File: src/rtl/dice_pkg.sv
// Shared definitions for the dice roller.
//   - die_e        : die encoding carried on roll_die (D4..D20, NONE = 7)
//   - faceCount()  : die -> number of faces N
//   - segDigit()   : decimal digit -> active-low {g,f,e,d,c,b,a} pattern
//   - LFSR_W/TAPS  : width and feedback taps of the face LFSR
package dice_pkg;

    localparam int NUM_DICE = 6;

    typedef enum logic [2:0] {
        DIE_D4   = 3'd0,
        DIE_D6   = 3'd1,
        DIE_D8   = 3'd2,
        DIE_D10  = 3'd3,
        DIE_D12  = 3'd4,
        DIE_D20  = 3'd5,
        DIE_NONE = 3'd7
    } die_e;

    // x^16 + x^14 + x^13 + x^11 + 1 in right-shifting Fibonacci form:
    // the feedback bit is the XOR of state bits 0, 2, 3 and 5.
    localparam int               LFSR_W    = 16;
    localparam logic [LFSR_W-1:0] LFSR_TAPS = 16'h002D;

    localparam logic [6:0] SEG_BLANK = 7'h7F;

    function automatic logic [4:0] faceCount(input die_e d);
        case (d)
            DIE_D4:  return 5'd4;
            DIE_D6:  return 5'd6;
            DIE_D8:  return 5'd8;
            DIE_D10: return 5'd10;
            DIE_D12: return 5'd12;
            DIE_D20: return 5'd20;
            default: return 5'd0;
        endcase
    endfunction

    function automatic logic [6:0] segDigit(input logic [3:0] digit);
        case (digit)
            4'd0:    return 7'h40;
            4'd1:    return 7'h79;
            4'd2:    return 7'h24;
            4'd3:    return 7'h30;
            4'd4:    return 7'h19;
            4'd5:    return 7'h12;
            4'd6:    return 7'h02;
            4'd7:    return 7'h78;
            4'd8:    return 7'h00;
            4'd9:    return 7'h10;
            default: return SEG_BLANK;
        endcase
    endfunction

endpackage

File: src/rtl/dice_debounce.sv
// One button input path: 2-FF synchronizer followed by a debouncer.
//   clk    : system clock
//   rst    : asynchronous active-high reset
//   button : raw asynchronous button level
//   level  : debounced level; follows the synchronized input only after it
//            has differed from the current level for DEBOUNCE_CYCLES cycles
module dice_debounce #(
    parameter int DEBOUNCE_CYCLES = 1000
) (
    input  logic clk,
    input  logic rst,
    input  logic button,
    output logic level
);

    localparam int CNT_W = (DEBOUNCE_CYCLES > 1) ? $clog2(DEBOUNCE_CYCLES) : 1;
    localparam logic [CNT_W-1:0] CNT_LAST = CNT_W'(DEBOUNCE_CYCLES - 1);

    logic             sync0;
    logic             sync1;
    logic [CNT_W-1:0] count;

    always_ff @(posedge clk or posedge rst) begin
        if (rst) begin
            sync0 <= 1'b0;
            sync1 <= 1'b0;
            count <= '0;
            level <= 1'b0;
        end else begin
            sync0 <= button;
            sync1 <= sync0;
            // Agreement with the current level (a bounce back) restarts the window.
            if (sync1 == level) begin
                count <= '0;
            end else if (count == CNT_LAST) begin
                level <= sync1;
                count <= '0;
            end else begin
                count <= count + CNT_W'(1);
            end
        end
    end

endmodule

File: src/rtl/dice_top.sv
// Dice roller top level.
//   clk                 : system clock
//   reset_n             : asynchronous reset, asserted when HIGH (legacy name)
//   buttonD4..buttonD20 : raw active-high die-select buttons
//   switchTest          : 1 = result is the die's maximum face
//   roll_value          : last rolled face 1..20 (0 after reset)
//   roll_die            : last die encoding (7 = none)
//   roll_valid          : one-cycle pulse when roll_value/roll_die update
//   seg_tens, seg_ones  : active-low seven-segment digits, lag roll_value by 1
module dice_top
    import dice_pkg::*;
#(
    parameter int                DEBOUNCE_CYCLES = 1000,
    parameter logic [LFSR_W-1:0] LFSR_SEED       = 16'hACE1
) (
    input  logic       clk,
    input  logic       reset_n,
    input  logic       buttonD4,
    input  logic       buttonD6,
    input  logic       buttonD8,
    input  logic       buttonD10,
    input  logic       buttonD12,
    input  logic       buttonD20,
    input  logic       switchTest,
    output logic [4:0] roll_value,
    output logic [2:0] roll_die,
    output logic       roll_valid,
    output logic [6:0] seg_tens,
    output logic [6:0] seg_ones
);

    logic rst;
    assign rst = reset_n;

    function automatic logic [4:0] rollFace(input die_e d, input logic [LFSR_W-1:0] r,
                                            input logic testMode);
        if (testMode) return faceCount(d);
        case (d)
            DIE_D4:  return 5'(r % 16'd4)  + 5'd1;
            DIE_D6:  return 5'(r % 16'd6)  + 5'd1;
            DIE_D8:  return 5'(r % 16'd8)  + 5'd1;
            DIE_D10: return 5'(r % 16'd10) + 5'd1;
            DIE_D12: return 5'(r % 16'd12) + 5'd1;
            DIE_D20: return 5'(r % 16'd20) + 5'd1;
            default: return 5'd0;
        endcase
    endfunction

    logic [NUM_DICE-1:0] rawButtons;
    logic [NUM_DICE-1:0] levels;
    logic [NUM_DICE-1:0] levelsPrev;
    logic [NUM_DICE-1:0] events_p0;

    logic [LFSR_W-1:0] lfsr;
    logic              lfsrFb;

    logic       hit_p0;
    die_e       rollDie_p0;
    logic [4:0] rollValue_p0;

    logic [4:0] rollValue_p1;
    die_e       rollDie_p1;
    logic       vld_p1;
    logic [1:0] tens_p1;
    logic [3:0] ones_p1;
    logic [6:0] segTensNext;
    logic [6:0] segOnesNext;

    logic [6:0] segTens_p2;
    logic [6:0] segOnes_p2;

    assign rawButtons = {buttonD20, buttonD12, buttonD10, buttonD8, buttonD6, buttonD4};

    for (genvar i = 0; i < NUM_DICE; i++) begin : gDebounce
        dice_debounce #(
            .DEBOUNCE_CYCLES(DEBOUNCE_CYCLES)
        ) uDebounce (
            .clk   (clk),
            .rst   (rst),
            .button(rawButtons[i]),
            .level (levels[i])
        );
    end

    // ---- stage p0: press events, priority select, face ----
    assign events_p0 = levels & ~levelsPrev;
    assign lfsrFb    = ^(lfsr & LFSR_TAPS);

    always_comb begin
        hit_p0     = 1'b0;
        rollDie_p0 = DIE_NONE;
        // Descending scan so the lowest index (smallest die) is the final winner.
        for (int i = NUM_DICE - 1; i >= 0; i--) begin
            if (events_p0[i]) begin
                hit_p0     = 1'b1;
                rollDie_p0 = die_e'(3'(i));
            end
        end
        rollValue_p0 = rollFace(rollDie_p0, lfsr, switchTest);
    end

    // ---- stage p1: latched roll result, digit split ----
    always_comb begin
        tens_p1 = 2'd0;
        ones_p1 = 4'(rollValue_p1);
        if (rollValue_p1 >= 5'd20) begin
            tens_p1 = 2'd2;
            ones_p1 = 4'(rollValue_p1 - 5'd20);
        end else if (rollValue_p1 >= 5'd10) begin
            tens_p1 = 2'd1;
            ones_p1 = 4'(rollValue_p1 - 5'd10);
        end
        segTensNext = SEG_BLANK;
        segOnesNext = SEG_BLANK;
        if (rollDie_p1 != DIE_NONE) begin
            segOnesNext = segDigit(ones_p1);
            if (tens_p1 != 2'd0) segTensNext = segDigit({2'b00, tens_p1});
        end
    end

    always_ff @(posedge clk or posedge rst) begin
        if (rst) begin
            lfsr         <= LFSR_SEED;
            levelsPrev   <= '0;
            vld_p1       <= 1'b0;
            rollValue_p1 <= 5'd0;
            rollDie_p1   <= DIE_NONE;
            segTens_p2   <= SEG_BLANK;
            segOnes_p2   <= SEG_BLANK;
        end else begin
            lfsr       <= {lfsrFb, lfsr[LFSR_W-1:1]};
            levelsPrev <= levels;
            vld_p1     <= hit_p0;
            if (hit_p0) begin
                rollValue_p1 <= rollValue_p0;
                rollDie_p1   <= rollDie_p0;
            end
            // ---- stage p2: segment patterns ----
            segTens_p2 <= segTensNext;
            segOnes_p2 <= segOnesNext;
        end
    end

    assign roll_value = rollValue_p1;
    assign roll_die   = rollDie_p1;
    assign roll_valid = vld_p1;
    assign seg_tens   = segTens_p2;
    assign seg_ones   = segOnes_p2;

endmodule

File: config.mk
export PLATFORM = sky130hd
export DESIGN_NAME = dice_top
export DESIGN_NICKNAME = d
export VERILOG_FILES = /design/src/rtl/dice_pkg.sv /design/src/rtl/dice_debounce.sv /design/src/rtl/dice_top.sv
export SDC_FILE = /design/constraint.sdc
export NUM_CORES = 1
export LEC_CHECK = 0
export CAP_MARGIN = 20
export CORE_ASPECT_RATIO = 1.2
export CORE_MARGIN = 3
export CORE_UTILIZATION = 39
export CTS_BUF_LIST = sky130_fd_sc_hd__clkbuf_4
export CTS_CLUSTER_SIZE = 10
export DETAILED_ROUTE_END_ITERATION = 10
export PLACE_DENSITY = 0.61
export SLEW_MARGIN = 30
export SYNTH_ARGS = -nofsm -noshare
export SYNTH_HDL_FRONTEND = slang
export SYNTH_HIERARCHICAL = 1
export SYNTH_SLANG_ARGS = --single-unit
File: constraint.sdc
create_clock -name clk -period 33.2 [get_ports clk]
set_clock_uncertainty 0.15 [all_clocks]
set_input_delay 6.64 -clock clk [delete_from_list [all_inputs] [get_ports clk]]
set_output_delay 6.64 -clock clk [all_outputs]
set_load 0.02 [all_outputs]
# [Word level (Yosys, flattened, before mapping)]
# Memory sizes are Yosys's and may differ from the RTL's.
# Cells that the tools add are included.
[op_classes] addsub=14 n_div=4 n_lt_le_gt_ge=2 eq_ne=21 n_mux=37 bitwise=8 reduce_logical=10
[op_table] operator="$mux W10" n=12
[op_table] operator="$add A10 B1 Y10 const B" n=6
[op_table] operator="$eq A10 B10 Y1 const B" n=6
[op_table] operator="$pmux W5 S6" n=2
[op_table] operator="$mod A16 B4 Y16 const B" n=2
[op_table] operator="$pmux W7 S4" n=1
[op_table] operator="$mux W7" n=3
[op_table] operator="$add A5 B1 Y5 const B" n=4
[op_table] operator="$mod A16 B3 Y16 const B" n=1
[op_table] operator="$mod A16 B5 Y16 const B" n=1
[op_table] operator="$reduce_xor A16 Y1" n=1
[op_table] operator="$mux W3" n=5
[op_table] operator="$reduce_and A2 Y1" n=6
[op_table] operator="$mux W5" n=2
[op_table] operator="$mux W1" n=8
[op_table] operator="$mux W4" n=2
[op_table] operator="$and A6 B6 Y6" n=1
[op_table] operator="$eq A1 B1 Y1" n=6
[op_table] operator="$eq A3 B2 Y1 const B" n=2
[op_table] operator="$eq A3 B3 Y1 const B" n=2
[op_table] operator="$not A1 Y1" n=6
[op_table] operator="$not A6 Y6" n=1
[op_table] operator="$ge A5 B4 Y1 const B" n=1
[op_table] operator="$ge A5 B5 Y1 const B" n=1
[op_table] operator="other kinds (12)" n=14
[word_totals] register_bits=123 mem_bits_ro=112 inputBits=9 output_inout_bits=23 elab_cells=128 n_memories=1
[mem_list] memory="(name not given)" words=16 width=7 read_ports=1 rd_clocked_by_memory_dff=0 wr=0 line_no="dice_pkg.sv:40" text="case (digit)"

# [Logic depth before layout (Yosys ltp)]
# Gate-level depths: netlist of the first run.
[logic_depth] ltp_word=12 mapped_depth=136

# [By module]
# Netlist of the first run, hierarchy kept.
[by_module_without_submodules] mod="dice_top" n_inst=1 cells_each=770 area_per_inst_um2=6075.8 seq_area_each_um2=1078.5
[by_module_without_submodules] mod="dice_debounce" n_inst=6 cells_each=59 area_per_inst_um2=625.6 seq_area_each_um2=325.3

# [Least setup slack after synthesis of the first run]
# No wires, ideal clock.
[synth_path] path_type="flip-flop to flip-flop" start="reg gDebounce[1].uDebounce.level" end="reg rollValue_p1[2], in the netlist roll_value[2]" setup_time_ps=88 t_arrival_ps=26651 t_required_ps=32962 setup_slack_ps=6312 stages_incl_launch_ff=125 path_buffers=4 synth_period_minus_slack_ps=26888 cell_sequence="dfrtp_1 > nor2b_2 > nor4_1 > ha_1 > o21a_1 > nor2_1 > a31oi_1 > mux2i_1 > inv_1 > ha_1 > o211ai_1 > nand3b_1 > o21a_1 > mux2i_1 > ha_1 > o21ai_1 > a21oi_1 > a21oi_1 > [... 89 more ...] > nor2_1 > inv_1 > a2111o_1 > nor4b_4 > mux2i_1 > ha_1 > nor2b_1 > o21ai_0 > nand2b_1 > a41o_1 > a21oi_1 > o211a_1 > nand3_1 > a21oi_1 > ha_1 > or4b_1 > and3_1 > o221ai_2"
[synth_lines] item="start, declared" line_no="dice_debounce.sv:13" text="output logic level"
[synth_lines] item="start signal, assigned" line_no="dice_debounce.sv:36" text="level <= sync1;"
[synth_lines] item="end signal, assigned" line_no="dice_top.sv:135" text="rollValue_p1 <= rollValue_p0;"
[synth_lines] item="end, declared" line_no="dice_top.sv:61" text="logic [4:0] rollValue_p1;"

==> results of run 1 <==
-- power by group --
group	leakage (nW)	internal (W)	switching, W
combinational	3.46	0.00000429	0.00000696
sequential	1.54	0.000149	0.00000307
clock	0.177	0.0000687	0.0000526
-- cell type report --
cell class / count / area share
well taps: 325 / 0.0375
diodes: 1 / 0.000231
clock buffers: 20 / 0.0139
inverters: 40 / 0.0140
flip-flops and latches: 120 / 0.280
repair buffers: 36 / 0.0321
clock inverters: 12 / 0.0169
multi-input cells: 947 / 0.606
-- flip-flops by register name, indices dropped and copies added, names as in the netlist --
name	flops
gDebounce.uDebounce/count	60
roll_value	5
seg_ones	7
roll_valid	1
levelsPrev	6
roll_die	3
gDebounce.uDebounce/sync0	6
gDebounce.uDebounce/level	6
lfsr	16
gDebounce.uDebounce/sync1	6
seg_tens	4
-- cell families (layout without fill, tap and decap cells) --
group / Yosys count / after routing / share of synthesized area
other cells: 1 / 2 / 0.000382
simple gates: 478 / 478 / 0.255
compound gates: 272 / 272 / 0.199
flops: 120 / 120 / 0.308
mux: 42 / 42 / 0.0480
buf+inv: 57 / 108 / 0.0246
fa+ha+maj: 74 / 74 / 0.0941
xor+xnor: 80 / 80 / 0.0713
-- routing by layer --
layer  vias to the layer above  GRT usage  share of wire  routed length (um)
li1                       4213          -              -                   -
met1                      4005      0.224           0.46               10500
met2                       146      0.290           0.49               11100
met3                        33     0.0290          0.031                 704
met4                         0     0.0486          0.019                 439
met5                         -          0              0                   0
-- critical path: cells and delay by family (launching register included) --
kind                       cells  cell delay, ps
AOI/OAI and AO/OA             49           11380
adders and majority gates     15            4500
buffers and inverters          4             530
DFF                            1             490
muxes                         10            3350
and+or+nand+nor               43            9560
-- metrics by stage --
stage          total power (W)  instances  setup slack [ps]
2_1_floorplan         0.000162       1124              6310
3_5_place_dp          0.000167       1468              3320
6_report              0.000285       1501              3150
5_1_grt               0.000298       1501               378
4_1_cts               0.000291       1500              3180
3_3_place_gp          0.000166       1468              3920
-- how the worst min path moves through the flow --
stage | from | endpoint | slack (ps)
after global routing | gDebounce[3].uDebounce/sync0 | gDebounce[3].uDebounce/sync1 | 220
after global placement | gDebounce[3].uDebounce/sync0 | gDebounce[3].uDebounce/sync1 | 180
after floorplan | gDebounce[0].uDebounce/sync0 | gDebounce[0].uDebounce/sync1 | 180
after CTS | gDebounce[2].uDebounce/sync0 | gDebounce[2].uDebounce/sync1 | 210
after detailed placement | gDebounce[2].uDebounce/sync0 | gDebounce[2].uDebounce/sync1 | 180
final | gDebounce[2].uDebounce/sync0 | gDebounce[2].uDebounce/sync1 | 210
-- cells in the mapped netlist, types with 26 or more instances --
| cell | n |
|---|---|
| inv_1 | 40 |
| ha_1 | 73 |
| xnor2_1 | 41 |
| nand3_1 | 59 |
| nor2_1 | 147 |
| a21oi_1 | 53 |
| dfrtp_1 | 98 |
| o21a_1 | 26 |
| o21ai_0 | 46 |
| nor3_1 | 48 |
| nand2_1 | 87 |
| xor2_1 | 39 |
==> impl_metrics.yaml, run 1 <==
yosys:
  ys_warn_count: 6
  synth_top_area_frac: 0.249
  yosysTopAreaCell: "dfrtp_1"
  synthFlopType: "dfrtp_1"
  ys_types: 99
  ys_seq_elements: 120
  ys_seq_area_frac: 0.308
  syn_area_sq_um: 9830
  synthTopCellsByArea: "dfrtp_1 (25%), ha_1 (9.3%), dfstp_2 (5.9%), nor2_1 (5.6%), xnor2_1 (3.7%)"
  synth-edff-count: 0
  syn_inst: 1124
  syn_avg_cell_area_sq_um: 8.75
  async_flop_share: 1.00
  synthesis.nets: 1206
finish:
  most-common-layout-cells: "nor2_1 (147), dfrtp_1 (98), nand2_1 (87)"
  regArea_sq_um: 3030
  drive_gt1_frac: 0.126
  final_util: 0.438
  mostFrequentLayoutCell: "nor2_1"
  nNetsFinal: 1244
  multiInputGateArea_sq_um: 6570
  area_delta_synth_final_pct: 10.3
  stdcell_area_sq_um: 10800
  nFillCells: 2508
routing:
  routed_wl_um: 22700
  postRouteAntennaNets: 0
  vias_per_cell: 5.59
  num_vias: 8397
  first_iter_violations: 401
  wl_per_cell_um: 15.1
  dr.pass1.iters: 6
  drc: 0
clocking:
  clock_latency_ps: 510
  htreeDepth: 4
  cts_tree: "done"
  cts_num_sinks: 120
  post_cts_resized: 0
  path_clk_slew_ps: 110
  cts_setup_buffers: 0
  ctsHoldBuffers: 0
  cts_buffers: 17
  root_buffer: "clkbuf_4"
  clock_path_buffers: 2
global_route:
  grt_pass1_wl_um: 39200
  overflow: 0
  grt_use_total: 0.171
  grt_pass1_vias: 8314
  grt_max_degree: 43
  antenna_found_initial: 1
worst_setup_path:
  reg2reg_slack_ps: 3150
  crit_type: "flip-flop to flip-flop"
  r2r-end: "roll_value[2]"
  r2r_start: "gDebounce[3].uDebounce/level"
  cp_slowest_cell: "dfrtp_1"
  cp_data_arrival_time_ps: 30340
  start_kind: "flip-flop"
  cp_slowest_stage_delay_ps: 490
  worstSetupStartpoint: "gDebounce[3].uDebounce/level"
  path_max_fanout: 16
  critPathCaptureType: "flip-flop"
  endpoint: "roll_value[2]"
  worstPathRequired_ps: 33490
  path_common_cell: "ha_1"
  worstRegToRegCells: 121
floorplanning:
  die_x_um: 151
  ios: 32
  start_util: 0.397
  dieArea_sq_um: 27200
  coreArea_sq_um: 24800
  row_count: 63
  die_h_um: 180
timing:
  drv_slew: 0
  relSlewSlack: 0.415
  worst_pin_slew_ps: 877
  finalSetupViolations: 0
  finalHoldViolCount: 0
  fin_setup_tns_ps: 0
  period_needed_ps: 30050
  worst_hold_slack_ps: 205
  grt_setup_unrepaired: "false"
  period_share: 0.905
  max_freq_mhz: 33.3
pwr:
  p_per_area_nw_per_um2: 26.3
  p_leak_nw: 5.17
  ir_drop_uv: 30.9
placed_design:
  post_dp_cell_area_sq_um: 10500
  place_congestion: 0.845
  dp_hpwl_um: 17600
  io_buffers: 31
hold_path:
  hold_path.class: "flip-flop to flip-flop"
  holdPathStages: 0
job:
  maxCapViolCount: 0
status:
  status: "finished, final reports clean"
No activity file was read; power rests on OpenSTA's default activity.
==> inputs of run 2 (changes only) <==
- CORE_ASPECT_RATIO: 1.2 -> 0.75
- REMOVE_ABC_BUFFERS: not set -> 1
==> impl_metrics.yaml, run 2 (synthesized netlist as in run 1, its figures left out) <==
global_route:
  grt_pass1_wl_um: 39700
  overflow: 0
  grt_use_total: 0.176
  antenna_found_initial: 0
  grt_pass1_vias: 7822
  grt_max_degree: 43
worst_setup_path:
  crit_type: "flip-flop to flip-flop"
  worstPathRequired_ps: 33500
  cp_slowest_stage_delay_ps: 510
  worstSetupStartpoint: "gDebounce[2].uDebounce/level"
  path_max_fanout: 16
  critPathCaptureType: "flip-flop"
  worstRegToRegCells: 121
  r2r-end: "roll_value[2]"
  start_kind: "flip-flop"
  reg2reg_slack_ps: 2970
  path_common_cell: "ha_1"
  cp_data_arrival_time_ps: 30520
  r2r_start: "gDebounce[2].uDebounce/level"
  cp_slowest_cell: "or3_1"
placed_design:
  io_buffers: 31
  place_congestion: 0.874
  dp_hpwl_um: 18000
hold_path:
  hold_path_end: "gDebounce[5].uDebounce/sync1"
  hold_path.class: "flip-flop to flip-flop"
  min_from: "gDebounce[5].uDebounce/sync0"
  holdPathStages: 0
clocking:
  clock_latency_ps: 540
  cts_num_sinks: 120
  clock_path_buffers: 2
  htreeDepth: 4
  path_clk_slew_ps: 110
  cts_tree: "done"
  root_buffer: "clkbuf_4"
  cts_buffers: 17
floorplanning:
  start_util: 0.403
  die_h_um: 143
  die_x_um: 189
  coreArea_sq_um: 24400
  dieArea_sq_um: 27200
  row_count: 49
  ios: 32
timing:
  fin_setup_tns_ps: 0
  worst_pin_slew_ps: 902
  max_freq_mhz: 33.1
  period_share: 0.910
  drv_slew: 0
  grt_setup_unrepaired: "false"
  relSlewSlack: 0.395
  finalSetupViolations: 0
  period_needed_ps: 30230
  finalHoldViolCount: 0
routing:
  drc: 0
  num_vias: 8365
  dr.pass1.iters: 5
  postRouteAntennaNets: 0
  vias_per_cell: 5.56
  wl_per_cell_um: 15.2
  routed_wl_um: 22900
  first_iter_violations: 574
finish:
  nFillCells: 2435
  drive_gt1_frac: 0.130
  insertedDiodeCount: 0
  mostFrequentLayoutCell: "nor2_1"
  most-common-layout-cells: "nor2_1 (147), dfrtp_1 (98), nand2_1 (87)"
  largest_register_ffs: 60
  area_delta_synth_final_pct: 10.3
  largest-register: "gDebounce.uDebounce/count"
  nNetsFinal: 1242
pwr:
  ir_drop_uv: 27.4
  p_leak_nw: 5.16
  p_per_area_nw_per_um2: 26.2
  post-layout-total-power_w: 0.000284
status:
  status: "finished, final reports clean"
job:
  maxCapViolCount: 0
-- run 2: how the worst max path moves through the flow --
| stage | endpoint | slack [ps] |
|---|---|---|
| after global placement | roll_value[2] | 3970 |
| final | roll_value[2] | 2970 |
| after floorplan | roll_value[2] | 6390 |
| after detailed placement | roll_value[2] | 3190 |
| after global routing | roll_value[2] | 70 |
| after CTS | roll_value[2] | 3050 |
-- run 2: per-layer routing --
metal	GRT usage	part of all wire
met5	0	0
met2	0.251	0.39
met4	0.0295	0.0076
met3	0.0393	0.048
met1	0.273	0.55
-- run 2: area by class of cell --
cell class	count	area, sq um	area share
Tap cell	331	414	0.0382
Sequential cell	120	3030	0.280
Inverter	40	151	0.0140
Clock inverter	14	199	0.0184
Clock buffer	18	135	0.0125
Timing Repair Buffer	34	333	0.0307
Multi-Input combinational cell	947	6580	0.607
-- run 2: critical path, delay by kind of cell, from the launching register on --
kind / cells / cell delay [ps]
simple gates: 42 / 9600
flops: 1 / 460
mux: 10 / 3230
fa+ha+maj: 15 / 4530
compound gates: 50 / 11590
buf+inv: 4 / 510
-- run 2: stage by stage --
stage	hold WS, ps	instance area, sq um	util	setup slack (ps)	cells
finish	210	10800	0.444	2970	1504
CTS	213	10800	0.444	3050	1504
floorplan	181	9740	-	6390	1107
detailed placement	185	10500	0.430	3190	1472
global route	219	10800	0.444	69.8	1504
global placement	183	10500	0.430	3970	1472
-- run 2: power by group --
group	total (W)	internal [W]	switching, W	leakage [nW]
Combinational	0.0000113	0.00000429	0.00000702	3.44
Sequential	0.000152	0.000149	0.00000318	1.54
Clock	0.000121	0.0000612	0.0000593	0.177
-- run 2: timing repair --
item,4_1_cts,5_1_grt
hold buffers,0,0
setup endpoints to repair,0,2
setup buffers,0,0
hold endpoints to repair,0,0
resized for setup,0,2
